--- src/rtl/wb_pwm_bank.sv ---
`default_nettype none
// ============================================================================
// Module : wb_pwm_bank
// Wishbone-slave PWM bank: shared prescaler and period counter, double-buffered duties.
// Rev    : 1.0
// ============================================================================
module wb_pwm_bank #(
    parameter int CHANNELS       = 3,
    parameter int WIDTH          = 8,
    parameter int ADDR_WIDTH     = 8,
    parameter int PRESCALE_RESET = 1881
) (
    input  logic                  clk,
    input  logic                  rst,
    input  logic [ADDR_WIDTH-1:0] adr_i,
    input  logic [31:0]           dat_i,
    output logic [31:0]           dat_o,
    input  logic                  we_i,
    input  logic [3:0]            sel_i,
    input  logic                  stb_i,
    input  logic                  cyc_i,
    output logic                  ack_o,
    output logic                  err_o,
    output logic [CHANNELS-1:0]   pwm_out,
    output logic                  period_tick
);

    localparam int                WORD_W        = ADDR_WIDTH - 2;
    localparam logic [WIDTH-1:0]  C_CNT_LAST    = {{(WIDTH-1){1'b1}}, 1'b0};
    localparam logic [WORD_W-1:0] C_WORD_CTRL   = WORD_W'(0);
    localparam logic [WORD_W-1:0] C_WORD_PRE    = WORD_W'(1);
    localparam logic [WORD_W-1:0] C_WORD_STAT   = WORD_W'(2);
    localparam logic [WORD_W-1:0] C_WORD_DUTY0  = WORD_W'(4);
    localparam logic [WORD_W-1:0] C_NUM_CH      = WORD_W'(CHANNELS);

    logic                en_q, en_d;
    logic                inv_q, inv_d;
    logic [15:0]         prescale_q, prescale_d;
    logic [15:0]         pscnt_q, pscnt_d;
    logic [15:0]         pcount_q, pcount_d;
    logic [WIDTH-1:0]    cnt_q, cnt_d;
    logic [WIDTH-1:0]    shadow_q [CHANNELS];
    logic [WIDTH-1:0]    shadow_d [CHANNELS];
    logic [WIDTH-1:0]    active_q [CHANNELS];
    logic [WIDTH-1:0]    active_d [CHANNELS];
    logic [CHANNELS-1:0] pwm_q, pwm_d;
    logic                tick_q, tick_d;
    logic                ack_q, ack_d;
    logic                err_q, err_d;
    logic [31:0]         dat_q, dat_d;

    logic                w_req;
    logic                w_wr;
    logic                w_sel_ctrl;
    logic                w_sel_pre;
    logic                w_sel_stat;
    logic                w_sel_duty;
    logic                w_mapped;
    logic                w_tick;
    logic                w_wrap;
    logic [WORD_W-1:0]   w_word;
    logic [WORD_W-1:0]   w_duty_idx;
    logic [31:0]         w_mask;
    logic [31:0]         w_rdata;
    logic                w_unused;

    function automatic logic [31:0] f_merge(input logic [31:0] old_v,
                                            input logic [31:0] new_v,
                                            input logic [31:0] mask);
        return (old_v & ~mask) | (new_v & mask);
    endfunction

    assign w_unused   = ^adr_i[1:0];
    assign w_req      = cyc_i & stb_i & ~ack_q & ~err_q;
    assign w_wr       = w_req & we_i;
    assign w_word     = adr_i[ADDR_WIDTH-1:2];
    assign w_duty_idx = w_word - C_WORD_DUTY0;
    assign w_sel_ctrl = (w_word == C_WORD_CTRL);
    assign w_sel_pre  = (w_word == C_WORD_PRE);
    assign w_sel_stat = (w_word == C_WORD_STAT);
    assign w_sel_duty = (w_word >= C_WORD_DUTY0) && (w_duty_idx < C_NUM_CH);
    assign w_mapped   = w_sel_ctrl | w_sel_pre | w_sel_stat | w_sel_duty;
    assign w_mask     = {{8{sel_i[3]}}, {8{sel_i[2]}}, {8{sel_i[1]}}, {8{sel_i[0]}}};

    // A count above PRESCALE (after a lowering write) wraps instead of overrunning.
    assign w_tick     = en_q && (pscnt_q >= prescale_q);
    assign w_wrap     = w_tick && (cnt_q == C_CNT_LAST);

    always_comb begin
        w_rdata = '0;
        if (w_sel_ctrl) begin
            w_rdata[1:0] = {inv_q, en_q};
        end else if (w_sel_pre) begin
            w_rdata[15:0] = prescale_q;
        end else if (w_sel_stat) begin
            w_rdata[WIDTH-1:0] = cnt_q;
            w_rdata[31:16]     = pcount_q;
        end else begin
            for (int i = 0; i < CHANNELS; i++) begin
                if (w_sel_duty && (w_duty_idx == WORD_W'(i)))
                    w_rdata[WIDTH-1:0] = shadow_q[i];
            end
        end
    end

    always_comb begin
        en_d       = en_q;
        inv_d      = inv_q;
        prescale_d = prescale_q;
        if (w_wr && w_sel_ctrl && sel_i[0]) begin
            en_d  = dat_i[0];
            inv_d = dat_i[1];
        end
        if (w_wr && w_sel_pre)
            prescale_d = 16'(f_merge({16'h0, prescale_q}, dat_i, w_mask));

        ack_d = w_req & w_mapped;
        err_d = w_req & ~w_mapped;
        dat_d = (w_req && w_mapped) ? w_rdata : 32'h0;

        pscnt_d  = (!en_q || w_tick) ? 16'h0 : pscnt_q + 16'd1;
        cnt_d    = cnt_q;
        if (!en_q || w_wrap)
            cnt_d = '0;
        else if (w_tick)
            cnt_d = cnt_q + WIDTH'(1);
        pcount_d = w_wrap ? pcount_q + 16'd1 : pcount_q;
        tick_d   = w_wrap;

        // Active duties sample the shadow before this cycle's write lands.
        for (int i = 0; i < CHANNELS; i++) begin
            shadow_d[i] = shadow_q[i];
            if (w_wr && w_sel_duty && (w_duty_idx == WORD_W'(i)))
                shadow_d[i] = WIDTH'(f_merge(32'(shadow_q[i]), dat_i, w_mask));
            active_d[i] = (!en_q || w_wrap) ? shadow_q[i] : active_q[i];
            pwm_d[i]    = en_q & ((cnt_q < active_q[i]) ^ inv_q);
        end
    end

    always_ff @(posedge clk) begin
        if (rst) begin
            en_q       <= 1'b0;
            inv_q      <= 1'b0;
            prescale_q <= 16'(PRESCALE_RESET);
            pscnt_q    <= '0;
            pcount_q   <= '0;
            cnt_q      <= '0;
            pwm_q      <= '0;
            tick_q     <= 1'b0;
            ack_q      <= 1'b0;
            err_q      <= 1'b0;
            dat_q      <= '0;
            for (int i = 0; i < CHANNELS; i++) begin
                shadow_q[i] <= '0;
                active_q[i] <= '0;
            end
        end else begin
            en_q       <= en_d;
            inv_q      <= inv_d;
            prescale_q <= prescale_d;
            pscnt_q    <= pscnt_d;
            pcount_q   <= pcount_d;
            cnt_q      <= cnt_d;
            pwm_q      <= pwm_d;
            tick_q     <= tick_d;
            ack_q      <= ack_d;
            err_q      <= err_d;
            dat_q      <= dat_d;
            for (int i = 0; i < CHANNELS; i++) begin
                shadow_q[i] <= shadow_d[i];
                active_q[i] <= active_d[i];
            end
        end
    end

    assign ack_o       = ack_q;
    assign err_o       = err_q;
    assign dat_o       = dat_q;
    assign pwm_out     = pwm_q;
    assign period_tick = tick_q;

endmodule
`default_nettype wire

--- config.mk ---
export PLATFORM = sky130hd
export DESIGN_NAME = wb_pwm_bank
export DESIGN_NICKNAME = d
export VERILOG_FILES = /design/src/rtl/wb_pwm_bank.sv
export SDC_FILE = /design/constraint.sdc
export NUM_CORES = 1
export LEC_CHECK = 0
export CORE_MARGIN = 4
export CORE_UTILIZATION = 51
export CTS_CLUSTER_SIZE = 40
export DETAILED_ROUTE_END_ITERATION = 10
export PLACE_DENSITY = 0.77
export SLEW_MARGIN = 25
export SYNTH_ARGS = -nofsm -noshare
export SYNTH_HDL_FRONTEND = slang
export SYNTH_SLANG_ARGS = --single-unit
--- constraint.sdc ---
create_clock -name clk -period 2.6 [get_ports clk]
set_clock_uncertainty 0.1 [all_clocks]
set_input_delay 0.52 -clock clk [delete_from_list [all_inputs] [get_ports clk]]
set_output_delay 0.52 -clock clk [all_outputs]
set_load 0.01 [all_outputs]
==> results of run 1 <==
==> logic make-up after synthesis <==
logic type / Yosys count
flip-flops: 144
buffers and inverters: 94
XOR/XNOR: 17
adder cells (fa/ha/maj): 41
multiplexers: 51
AO/OA/AOI/OAI: 122
AND/OR/NAND/NOR: 363
==> layer usage <==
metal / global-route usage, % / share of wire (%) / vias up
li1: - / - / 3126
met1: 30.7 / 46 / 3020
met2: 35.5 / 47 / 215
met3: 4.77 / 5.4 / 21
met4: 5.87 / 1.1 / 0
met5: 0 / 0 / -
==> through the flow <==
step | power (mW) | instances | hold slack [ns]
6_report | 4.83 | 1112 | 0.379
5_1_grt | 4.96 | 1112 | 0.408
4_1_cts | 4.84 | 1102 | 0.377
3_5_place_dp | 2.41 | 1070 | 0.360
3_3_place_gp | 2.41 | 1070 | 0.355
2_1_floorplan | 2.32 | 832 | 0.332
==> power breakdown <==
group / internal [mW] / switching (mW)
Combinational: 0.0718 / 0.0878
Sequential: 2.21 / 0.000928
Clock: 1.53 / 0.927
Total: 3.81 / 1.02
==> worst paths after layout <==
kind | endpoint | depth (start not counted)
max | pcount_q[0] | 9
min | dat_o[31] | 1
max reg2reg | pcount_q[0] | 9
min reg2reg | dat_o[31] | 1
==> placed cells by master, fill, tap and decap left out, drive strengths merged, types with 8 or more instances in the layout <==
| cell | count |
|---|---|
| a211oi | 8 |
| a21o | 11 |
| a21oi | 49 |
| a22oi | 8 |
| and2 | 19 |
| and3 | 35 |
| buf | 52 |
| clkbuf | 26 |
| clkdlybuf4s50 | 65 |
| dfxtp | 144 |
| ha | 41 |
| inv | 41 |
| mux2i | 45 |
| nand2 | 64 |
| nand3 | 47 |
| nand4 | 11 |
| nor2 | 76 |
| nor2b | 10 |
| nor3 | 17 |
| nor3b | 24 |
| o21ai | 18 |
| or3 | 8 |
| or4b | 24 |
| xor2 | 12 |
==> area by class of cell <==
type	instances	area, sq um
Clock buffer	23	498
Clock inverter	9	105
Fill cell	1060	4770
Inverter	41	154
Multi-Input combinational cell	595	4060
Sequential cell	144	2880
Tap cell	180	225
Timing Repair Buffer	120	1240
==> worst max-delay path, stage by stage, from the launching register on <==
cell and delay [ns]:
sky130_fd_sc_hd__dfxtp_1 0.44, sky130_fd_sc_hd__ha_1 0.29, sky130_fd_sc_hd__a21oi_1 0.20, sky130_fd_sc_hd__nor3_2 0.07, sky130_fd_sc_hd__or3_4 0.34, sky130_fd_sc_hd__a211oi_4 0.34
sky130_fd_sc_hd__buf_4 0.20, sky130_fd_sc_hd__clkbuf_16 0.13, sky130_fd_sc_hd__nor2_1 0.06, sky130_fd_sc_hd__mux2_1 0.30
==> timing repair <==
action | 4_1_cts | 5_1_grt
endpoints found under the setup margin | 5 | 24
hold buffers | 0 | 0
setup buffers | 0 | 6
pin swaps | 1 | 5
gates resized for setup | 0 | 12
gates cloned | 0 | 4
==> results.txt, run 1 <==
The run finished with clean final reports. The cell count after synthesis came out at 832. The flip-flop cell with the highest count after synthesis is sky130_fd_sc_hd__dfxtp_1. Cells fill 65.8% of the core in the end. The transition time of the tightest slew-check pin came out at 0.562 ns.

The area share of and/or/nand/nor cells after synthesis is 28.0%. The floorplan step defined a die boundary enclosing 16300 sq um. The number of DRC markers after the initial detailed-route iteration came out at 595.

By area, the combinational part of the netlist is dominated by simple AND/OR/NAND/NOR gates. The floorplan step set the die width to 127 microns. For this run, the post-layout net count is 1009.

The clock-pin slew on the worst setup and hold paths came out at 0.06 ns. The sequential cell area fraction in the yosys report is 39.6%. The max-slew violation count is 0. The largest buffer count on any clock path came out at 2.

The most common cell in the netlist is sky130_fd_sc_hd__dfxtp_1. The post-synthesis share of cell area spent on xor and xnor gates is 2.04%. Using the TritonRoute via totals, the vias-per-cell ratio works out to 5.74. The worst slack after detailed placement came out at -0.000901 ns.

During placement, the flow inserted port buffers numbering 66. The analysis attributes to cell leakage a power of 3.52 nW. The final number of hold-violating endpoints is 0. With fillers left out, the area of the finished cells amounts to 9160 sq um.

The net count of the mapped netlist is 922. The adder and majority gate portion of the synthesized area is 7.04%. Data on the critical path is required at its endpoint by 2.82 ns.

The final setup TNS is 0 ns. The signal arrival time at the worst endpoint came out at 2.80 ns. The number of distinct library cell variants in the gate-level netlist after synthesis is 54. CTS saw 144 sinks. The die height is 127 microns. The clock network latency to the later pin of the worst-skew pair is 0.43 ns.

The initial utilization of the core area, before any placement, comes to 52.3%. The flip-flop and latch count after synthesis is 144. The maximum vdd ir drop is 0.537 mV. Summing all placed instances gives a cell area of 8370 sq um. The reg-to-reg critical path startpoint is pscnt_q[7]. The maximum number of pins on one net before global-route repair is 80. The total number of vias came out at 6382. The relative max-transition margin is 62.5%. The fraction of final layout cells with drive strength greater than 1 came out at 15.0%. The number of antenna diodes in the final layout is 0. The residual DRC count came out at 0. The period utilization is 99.3%.

The floorplan step defined a core boundary enclosing 13900 sq um. The maximum fanout encountered on the critical timing path came out at 5. The class of the most critical hold timing path is reg -> reg.

In this run the most critical hold path is launched from pcount_q[15]. The global-route congestion overflow total is 0. In the final routed layout, each cell accounts on average for 16.9 microns.

The power density over the cells came out at 527 nW/um^2. The final setup violation count is 0. The number of optimization iterations in the first detailed-route pass is 7.

The area growth from synthesis to layout came out at 25.8%. The first-pass GRT wire length is 29100 microns. Multiplexer cells account for 7.11% of the synthesized area. The highest clock rate came out at 387 MHz. TritonCTS built the clock tree. The reg-to-reg setup timing slack came out at 0.02 ns.

The final weighted congestion in routability-driven placement came out at 0.873. After synthesis, the largest area contributor takes up 39.6% of total cell area. The H-tree was split into 4 levels. Once routing completed, OpenROAD measured the worst setup slack at 0.0175 ns. The CTS buffer count came out at 17. The total wire length came out at 18800 microns. The share of synthesized registers carrying an async set or reset came out at 0%. The total of warnings raised by yosys came out at 0.

STA classifies the critical path endpoint as a flop. The worst setup path is launched from a flop. The critical path launch point is pscnt_q[7]. The count of standard-cell rows is 43. In the global route stage, overall resource usage came out at 22.3%. In this run the mean area of a mapped cell was 8.75 sq um. The type of the setup path with the least slack is reg -> reg. The number of global-route vias before repair is 5775. The max-cap violation count is 0. The clock root buffer master is sky130_fd_sc_hd__clkbuf_16. The commonest cells after synthesis are sky130_fd_sc_hd__dfxtp_1 (144), sky130_fd_sc_hd__nor2_1 (72), sky130_fd_sc_hd__nand2_1 (64), sky130_fd_sc_hd__a21oi_1 (49). The complex-gate fraction of the synthesized area came out at 10.7%.

The initial antenna violation count is 0. By area the synthesized netlist is led by sky130_fd_sc_hd__dfxtp_1 (40%), sky130_fd_sc_hd__ha_1 (7.0%), sky130_fd_sc_hd__mux2i_1 (6.2%). The cell type contributing the most total cell area after synthesis is sky130_fd_sc_hd__dfxtp_1. The detailed-placement wirelength estimate is 12100 microns. The netlist area before placement is 7280 sq um. The count of nets left with antenna violations once routing finished came out at 0. The smallest clock period supported by the final layout is computed as 2.58 ns. The number of flops mapped to enable cells by yosys is 0.

The top-level I/O count came out at 87.
No activity file was read; power rests on OpenSTA's default activity.
==> run 2, diff against run 1 <==
CORE_UTILIZATION = 61   (was 51)
PLACE_DENSITY = 0.86   (was 0.77)
clock period = 3.1 ns   (was 2.6 ns; I/O delays follow)
==> run 2 against run 1 <==
Combinational power decreased by 22%. Setup slack improved by 0.41 ns. Die area decreased by 15%. Hold slack improved by 0.0074 ns. Global-route usage increased by 6.8 points. Sequential power decreased by 16%. Largest cell class unchanged.
==> results.txt, run 2 (synthesized netlist as in run 1, its figures left out) <==
The run finished with clean final reports. Headroom to the max-slew limit came out at 66.3%. The area of the core is 11600 sq um. The global-route congestion overflow total is 0. Buffers placed on the I/O ports in this run total 66. Max-cap violations in this run came to 0. TritonCTS built the clock tree. The final critical path time including I/O delays and setup is 2.68 ns. The number of DRC markers after the initial detailed-route iteration came out at 761. The tightest hold margin is 0.387 ns. The buffers plus inverters on the worst setup path is 3. The first global-routing pass estimated 31100 microns of wire.

The clock network latency to the later pin of the worst-skew pair is 0.43 ns. The total leakage power is 3.38 nW. The routed layout has 6533 vias. In the layout the commonest cells are sky130_fd_sc_hd__dfxtp_1 (144), sky130_fd_sc_hd__nor2_1 (72), sky130_fd_sc_hd__clkdlybuf4s50_1 (65), sky130_fd_sc_hd__nand2_1 (64), sky130_fd_sc_hd__a21oi_1 (49). After layout, the worst path uses 86.4% of the clock period. The detailed-placement wirelength estimate came out at 12900 microns. The met3 layer usage reported by global route is 7.66%.

The worst hold path belongs to the class reg -> reg. The maximum vdd ir drop came out at 0.560 mV. The filler cell count is 762. The area of the die came out at 13700 sq um.

The final setup TNS is 0 ns. The residual DRC count came out at 0. Gates resized during post-CTS repair numbered 0. After routing the design area is 8790 sq um. The highest clock rate came out at 374 MHz.

Setup violations remaining at the end of the flow were counted as 0. The most numerous cell type found on the critical path is sky130_fd_sc_hd__buf_12. The number of optimization iterations in the first detailed-route pass came out at 8. For the pin with the worst max-slew slack, the measured transition is 0.501 ns. The share of the core filled with cells in the final layout came out at 76.0%.

The area growth from synthesis to layout is 20.7%. The worst hold path endpoint is pscnt_q[0]. The data required time at the worst endpoint came out at 3.37 ns. The worst slack after detailed placement is 0.253 ns. The detail-routed via count per cell came out at 6.22.

The count of antenna diodes in the layout came out at 0. For this run, the slowest stage of the critical path takes 0.63 ns. The worst setup path is of the reg -> reg kind. The number of buffers added for setup after CTS is 0.

STA classifies the critical path startpoint as a flop. The max-slew violation count is 0. The initial antenna violation count is 0. For this design the ratio of total power to cell area is 485 nW/um^2.

The critical path capture point type is a flop. The hold-fix buffer count after cts is 0. The number of global-route vias before repair is 6427. Setup repair after global routing left no endpoint under its margin. The setup slack after layout is 0.423 ns. In this run the most used layer during global routing was met2. The average routed wire per standard cell is 18.2 microns. The top-level I/O count is 87. The total number of nets in the final design is 984. The initial utilization of the core area, before any placement, comes to 63.0%. The startpoint identified for the worst hold timing path is pscnt_q[0]. The final weighted congestion in routability-driven placement came out at 0.874. The maximum fanout encountered on the critical timing path is 59. The met2 demand-to-capacity share in global routing is 48.3%. Global routing used 29.1% of the available tracks. The area after detailed placement is 8120 sq um. Along the worst hold path, the cell count comes to 1. The sink count of the clock tree is 144. The critical path goes through inv_1, ha_1, nand4_1, nor3_1, a211oi_4, buf_12, buf_12, or4b_2, nand3_1. The fraction of final layout cells with drive strength greater than 1 is 11.7%.

The maximum number of pins on one net before global-route repair is 60. The die height came out at 117 microns. The floorplan step set the die width to 117 microns. The tree is rooted in a sky130_fd_sc_hd__clkbuf_16. The final number of hold-violating endpoints is 0. The signal arrival time at the worst endpoint came out at 2.94 ns. The total wire length is 19100 microns. The worst register-to-register path has a setup slack of 0.42 ns. The slowest stage cell on the critical path is sky130_fd_sc_hd__or4b_2.

The endpoint identified for the worst register-to-register timing path is active_q[0][10]. The met1 usage came out at 34.7%. The maximum level of the CTS H-tree is 4.

The CTS buffer count is 17. The clock-pin slew on the worst setup and hold paths came out at 0.06 ns. The largest buffer count on any clock path is 2. Leaving out fill and tap cells, the most frequent cell in the layout is sky130_fd_sc_hd__dfxtp_1.

The count of standard-cell rows came out at 39. The remaining antenna violation count came out at 0. The kind of cell with the highest combined delay along the critical path is simple AND/OR/NAND/NOR gates. The number of cells on the worst reg-to-reg path is 9.
-- run 2: per-stage QoR --
| step | total power [mW] | instances |
|---|---|---|
| after global placement | 2.01 | 1018 |
| after CTS | 4.28 | 1050 |
| after global routing | 4.38 | 1050 |
| after detailed placement | 2.01 | 1018 |
| after floorplan | 1.94 | 832 |
| final | 4.27 | 1050 |
-- run 2: layout make-up --
class,count,area (sq um),area share [%]
sequential,144,2880,32.8
tap,143,179,2.04
inverter,41,154,1.75
multi-input combinational,594,4000,45.5
clock inverter,9,178,2.02
timing repair buffer,96,906,10.3
clock buffer,23,488,5.55
-- run 2: worst reg2reg max path: cells and delay by family, from the launching register on --
kind / cells / cell delay, ns
buffers and inverters: 3 / 0.51
AO/OA/AOI/OAI: 1 / 0.12
AND/OR/NAND/NOR: 4 / 1.24
adder cells (fa/ha/maj): 1 / 0.31
flip-flops: 1 / 0.35
-- run 2: where the power goes --
| group | total (mW) | internal [mW] | switching, mW | leakage (nW) |
|---|---|---|---|---|
| Sequential | 1.85 | 1.85 | 0.000822 | 1.16 |
| Combinational | 0.125 | 0.0531 | 0.0714 | 1.89 |
| Clock | 2.29 | 1.51 | 0.774 | 0.327 |
| Total | 4.27 | 3.42 | 0.846 | 3.38 |
-- run 2: per-layer routing --
layer | vias to the layer above | share of wire [%]
li1 | 3070 | -
met4 | 0 | 3.4
met3 | 60 | 7.1
met2 | 277 | 50
met1 | 3126 | 39
met5 | - | 0
-- run 2: how the worst max path moves through the flow --
stage	from	end	slack [ns]	cells after the start
floorplan	flop	pcount_q[0]	0.67	9
global placement	adr_i[7]	flop	0.31	7
detailed placement	adr_i[6]	flop	0.25	7
CTS	flop	active_q[0][10]	0.42	9
global route	flop	active_q[0][2]	0.30	9
finish	flop	active_q[0][10]	0.42	9
